===== config.mk =====
export PLATFORM = sky130hd
export DESIGN_NAME = popcount_unary_gen_flat
export DESIGN_NICKNAME = d
export VERILOG_FILES = /design/src/rtl/popcount_unary_gen_if.sv /design/src/rtl/popcount_unary_gen.sv /design/src/flat_wrapper.sv
export SDC_FILE = /design/constraint.sdc
export NUM_CORES = 1
export LEC_CHECK = 0
export ABC_AREA = 1
export BUFFER_PORTS_ARGS = -buffer_cell sky130_fd_sc_hd__buf_2
export CAP_MARGIN = 20
export CORE_AREA = 2 2 39 41
export DETAILED_ROUTE_END_ITERATION = 10
export DIE_AREA = 0 0 41 43
export SYNTH_ARGS = -nofsm -noshare
export SYNTH_HDL_FRONTEND = slang
export SYNTH_SLANG_ARGS = --single-unit

===== constraint.sdc =====
create_clock -name clk -period 0.9 [get_ports clk]
set_input_delay 0.18 -clock clk [delete_from_list [all_inputs] [get_ports clk]]
set_output_delay 0.18 -clock clk [all_outputs]
set_load 0.01 [all_outputs]

===== src/rtl/popcount_unary_gen_if.sv =====
// popcount_unary_gen_if
// Groups the count-in and bit-out handshakes of popcount_unary_gen.
//   cnt_i / cnt_valid_i / cnt_ready_o : count to expand (valid/ready)
//   bit_o / bit_valid_o / bit_ready_i : serial unary stream (valid/ready)
//   bit_last_o                        : current bit is position N_BITS-1
//   ovf_o                             : one-cycle pulse, accepted count > N_BITS
//   busy_o                            : stream in progress
//   thermo_o                          : parallel thermometer word
//                                       (only with POPGEN_THERMO_OUT_EN)
// Modports: slave = the generator, master = the driving environment.
interface popcount_unary_gen_if #(
  parameter int N_BITS = 4,
  parameter int CNT_W  = 3
);
  logic [CNT_W-1:0]  cnt_i;
  logic              cnt_valid_i;
  logic              cnt_ready_o;
  logic              bit_o;
  logic              bit_valid_o;
  logic              bit_ready_i;
  logic              bit_last_o;
  logic              ovf_o;
  logic              busy_o;
`ifdef POPGEN_THERMO_OUT_EN
  logic [N_BITS-1:0] thermo_o;
`endif

  modport slave (
    input  cnt_i, cnt_valid_i, bit_ready_i,
    output cnt_ready_o, bit_o, bit_valid_o, bit_last_o, ovf_o, busy_o
`ifdef POPGEN_THERMO_OUT_EN
    , output thermo_o
`endif
  );

  modport master (
    output cnt_i, cnt_valid_i, bit_ready_i,
    input  cnt_ready_o, bit_o, bit_valid_o, bit_last_o, ovf_o, busy_o
`ifdef POPGEN_THERMO_OUT_EN
    , input thermo_o
`endif
  );
endinterface


===== src/rtl/popcount_unary_gen.sv =====
// popcount_unary_gen
// Expands a population count back into an N_BITS-long unary stream:
// ones first, then zeros, position 0 emitted first, one bit per handshake.
// Ports:
//   clk  : rising-edge clock
//   rst  : synchronous active-high reset
//   bus  : popcount_unary_gen_if.slave (count in, bit stream out, status)
// Optional macro POPGEN_THERMO_OUT_EN adds a registered parallel thermometer
// word (bus.thermo_o) loaded on every count acceptance.
module popcount_unary_gen #(
  parameter int N_BITS = 4,
  parameter int CNT_W  = 3
) (
  input  logic                 clk,
  input  logic                 rst,
  popcount_unary_gen_if.slave  bus
);

  localparam int POS_W = (N_BITS > 1) ? $clog2(N_BITS) : 1;
  localparam logic [CNT_W-1:0] NB_CNT   = CNT_W'(N_BITS);
  localparam logic [POS_W-1:0] LAST_POS = POS_W'(N_BITS - 1);

  typedef enum logic {IDLE = 1'b0, EMIT = 1'b1} state_t;

  state_t           r_state;
  state_t           w_state_next;
  logic [POS_W-1:0] r_pos;
  logic [POS_W-1:0] w_pos_next;
  logic [CNT_W-1:0] r_cnt_q;
  logic [CNT_W-1:0] w_cnt_next;
  logic             r_ovf;
  logic             w_ovf_next;

  logic             w_emit;
  logic             w_accept;
  logic             w_last;
  logic [CNT_W-1:0] w_cnt_clamp;

  assign w_emit      = (r_state == EMIT);
  assign w_accept    = !w_emit && bus.cnt_valid_i;
  assign w_last      = (r_pos == LAST_POS);
  assign w_cnt_clamp = (bus.cnt_i > NB_CNT) ? NB_CNT : bus.cnt_i;

  // State register
  always_ff @(posedge clk) begin
    if (rst) begin
      r_state <= IDLE;
      r_pos   <= '0;
      r_cnt_q <= '0;
      r_ovf   <= 1'b0;
    end else begin
      r_state <= w_state_next;
      r_pos   <= w_pos_next;
      r_cnt_q <= w_cnt_next;
      r_ovf   <= w_ovf_next;
    end
  end

  // Next-state logic
  always_comb begin
    w_state_next = r_state;
    w_pos_next   = r_pos;
    w_cnt_next   = r_cnt_q;
    w_ovf_next   = 1'b0;
    case (r_state)
      IDLE: begin
        if (bus.cnt_valid_i) begin
          w_state_next = EMIT;
          w_pos_next   = '0;
          w_cnt_next   = w_cnt_clamp;
          w_ovf_next   = (bus.cnt_i > NB_CNT);
        end
      end
      EMIT: begin
        if (bus.bit_ready_i) begin
          if (w_last) begin
            // No same-cycle re-accept: IDLE is visible for a cycle first.
            w_state_next = IDLE;
            w_pos_next   = '0;
          end else begin
            w_pos_next = r_pos + 1'b1;
          end
        end
      end
      default: begin
        w_state_next = IDLE;
        w_pos_next   = '0;
      end
    endcase
  end

  // Outputs are pure decodes of registers; bit/last are gated so IDLE
  // presents the reset values.
  assign bus.cnt_ready_o = !w_emit;
  assign bus.bit_valid_o = w_emit;
  assign bus.busy_o      = w_emit;
  assign bus.bit_o       = w_emit && (CNT_W'(r_pos) < r_cnt_q);
  assign bus.bit_last_o  = w_emit && w_last;
  assign bus.ovf_o       = r_ovf;

`ifdef POPGEN_THERMO_OUT_EN
  logic [N_BITS-1:0] r_thermo;
  logic [N_BITS-1:0] w_thermo_next;

  // Bit gi is set when it lies below the clamped count (LSB = first bit).
  for (genvar gi = 0; gi < N_BITS; gi++) begin : g_thermo
    assign w_thermo_next[gi] = (CNT_W'(gi) < w_cnt_clamp);
  end

  always_ff @(posedge clk) begin
    if (rst) begin
      r_thermo <= '0;
    end else if (w_accept) begin
      r_thermo <= w_thermo_next;
    end
  end

  assign bus.thermo_o = r_thermo;
`endif

endmodule


===== src/flat_wrapper.sv =====
// flat-port wrapper written by rule: the top's interface ports become plain ports
module popcount_unary_gen_flat 
#(
  parameter int N_BITS = 4,
  parameter int CNT_W  = 3
)
  (clk, rst, bus_cnt_i, bus_cnt_valid_i, bus_bit_ready_i, bus_cnt_ready_o, bus_bit_o, bus_bit_valid_o, bus_bit_last_o, bus_ovf_o, bus_busy_o);
  popcount_unary_gen_if #(.N_BITS(N_BITS), .CNT_W(CNT_W)) bus_i ();
  input  logic clk;
  input  logic rst;
  input wire logic [$bits(bus_i.cnt_i)-1:0] bus_cnt_i;
  input wire logic [$bits(bus_i.cnt_valid_i)-1:0] bus_cnt_valid_i;
  input wire logic [$bits(bus_i.bit_ready_i)-1:0] bus_bit_ready_i;
  output wire logic [$bits(bus_i.cnt_ready_o)-1:0] bus_cnt_ready_o;
  output wire logic [$bits(bus_i.bit_o)-1:0] bus_bit_o;
  output wire logic [$bits(bus_i.bit_valid_o)-1:0] bus_bit_valid_o;
  output wire logic [$bits(bus_i.bit_last_o)-1:0] bus_bit_last_o;
  output wire logic [$bits(bus_i.ovf_o)-1:0] bus_ovf_o;
  output wire logic [$bits(bus_i.busy_o)-1:0] bus_busy_o;
  assign bus_i.cnt_i = bus_cnt_i;
  assign bus_i.cnt_valid_i = bus_cnt_valid_i;
  assign bus_i.bit_ready_i = bus_bit_ready_i;
  assign bus_cnt_ready_o = bus_i.cnt_ready_o;
  assign bus_bit_o = bus_i.bit_o;
  assign bus_bit_valid_o = bus_i.bit_valid_o;
  assign bus_bit_last_o = bus_i.bit_last_o;
  assign bus_ovf_o = bus_i.ovf_o;
  assign bus_busy_o = bus_i.busy_o;
  popcount_unary_gen #(.N_BITS(N_BITS), .CNT_W(CNT_W)) u_core (.clk(clk), .rst(rst), .bus(bus_i));
endmodule

==> metrics.txt <==
status finished, violations left; failing checks setup timing; number of synthesized flops with an enable pin 0; Worst setup startpoint u_core.r_cnt_q[1]; overall power 0.836 mW; core area 1380 sq um; Starting Density 25.0%; syn nets 59; Placed Area 430 sq um; routed len/inst 11.4 um; GPL Wtd Cong 0.714; placed insts 78; # setup viols final 8; RR Startpoint u_core.r_pos[1]; FP Rows 14; hpwl dp 568 um; Yosys Warn Count 0; grt ovf 0; Remaining DRCs 0; initial antenna violation count 0; largest net degree at the start of global routing 7; final worst path period share 148%; Syn-to-layout area delta 74.6%; layout cells sized above 1 59.2%; worst-margin pin slew 197 ps; Total GRT Usage 12.7%; flops & latches, synth 7; RSZ-0062 raised after global routing yes; synth cell count leaders nand2_1, dfxtp_1, inv_1; cells after synthesis 50; input/output buffers 12; final WL 996 um; CTS Hold Buffers Added 0; ranking of synthesized cells by area dfxtp_1, nand2_1, inv_1, ha_1, a21oi_1; PwrDens 1390 nW/um^2; Vias 414; vias per cell 4.76; first-pass GRT wire length 1490 um; H-Tree Depth 1; Bufs on Longest Clock Path 2; clock latency on the worst-skew pair 250 ps; setup TNS -1280 ps; critical path peak fanout 2; Hold WC Path Type in2reg; die area 1760 sq um; DR pass1 iterations 4; vias in the first global route 380; static leakage 0.287 nW; final core occ 43.6%; dominant cell type by area after synthesis dfxtp_1; max cap viols 0; max-slew violations 0; Layout Cells excl Fill 87; CP startpoint kind register; min cycle time layout 1330 ps; pre-CTS setup slack -226 ps; final net count 81; Max Clock Skew 4.77 ps; sequential area share after synthesis 40.6%; Fmax 0.752 GHz; WP data arrival 1150 ps; hold path start rst; die outline width 41 um; Synth Flop Type dfxtp_1; CP required 720 ps; Setup CP Type reg2out; final hold vios 0; top-level I/O count 13; Synth cell types 14; worst vdd ir 1.02 mV; Worst Slack Setup Final -429 ps; drt initial violations 10; Synth Area per Inst 6.91 sq um; element type at the critical path end output port; cts bufs inserted 3; Relative slew margins 86.8%; Yosys top cell area share 40.6%; Die H 43 um; Fin Hold WS 140 ps; Ant. Diodes 0; clock sink count 7; Final Cell Area 603 sq um; top-count cell post-synth nand2_1; synthesized area 345 sq um; CTS tree done; antenna violation net count after detailed routing 0; Clock transition at path regs 60 ps; Synth async-reset ratio 0%; CTS root buf clkbuf_4
[routing by layer]
metal	track usage, %	share of wire, %	up-vias
met5	0	0	-
met4	12.0	2.9	0
met3	0	3.9	4
met2	19.4	53	18
met1	14.9	40	194
li1	-	-	198
[logic make-up (layout without fill, tap and decap cells)]
kind of cell,count (synthesis),after routing,share of synthesized area [%]
flip-flops,7,7,40.6
AND/OR/NAND/NOR,24,24,28.6
AO/OA/AOI/OAI,8,8,12.7
buffers and inverters,9,30,10.9
adder cells (fa/ha/maj),2,2,7.25
[layout make-up]
cell class | instances | area (sq um)
clock buffers | 4 | 26.3
fillers | 129 | 781
inverters | 8 | 32.5
multi-input cells | 34 | 240
flip-flops and latches | 7 | 146
well taps | 16 | 20.0
repair buffers | 18 | 138
[flip-flops by register name, summed over array words and instances (netlist names)]
register / count
u_core.bus.bit_valid_o: 1
u_core.bus.ovf_o: 1
u_core.r_cnt_q: 3
u_core.r_pos: 2
[worst max-delay path, stage by stage, from the launching register on]
cell and delay, ps:
dfxtp_2 320, inv_2 40, ha_4 250, nand3_2 50, nand2_2 70, nor2_2 30, buf_2 130
[report_power, final]
part / leakage (nW) / internal, mW / switching, mW
Clock: 0.0150 / 0.170 / 0.124
Sequential: 0.0589 / 0.328 / 0.0153
Combinational: 0.213 / 0.0981 / 0.100
[cell usage in the layout (no fill, tap or decap), drive strengths merged]
cell	count
inv	8
clkbuf	4
a21oi	5
nor2	5
or2	1
buf	18
nand2	15
ha	2
o21ai	3
dfxtp	7
nand3	3
[repair_timing]
item | in CTS | in global routing
endpoints found under the setup margin | 8 | 11
pin swaps | 6 | 3
gates resized for setup | 12 | 14
setup buffers | 3 | 2
[path summary, 6_finish.rpt]
check / end / slack, ps / depth (start not counted)
min: u_core.r_pos[1] / 140 / 2
max reg2reg: u_core.r_pos[0] / -100 / 4
min reg2reg: u_core.r_cnt_q[2] / 480 / 2
max: bus_bit_o / -430 / 6
Power figures use the tool's default switching activity.
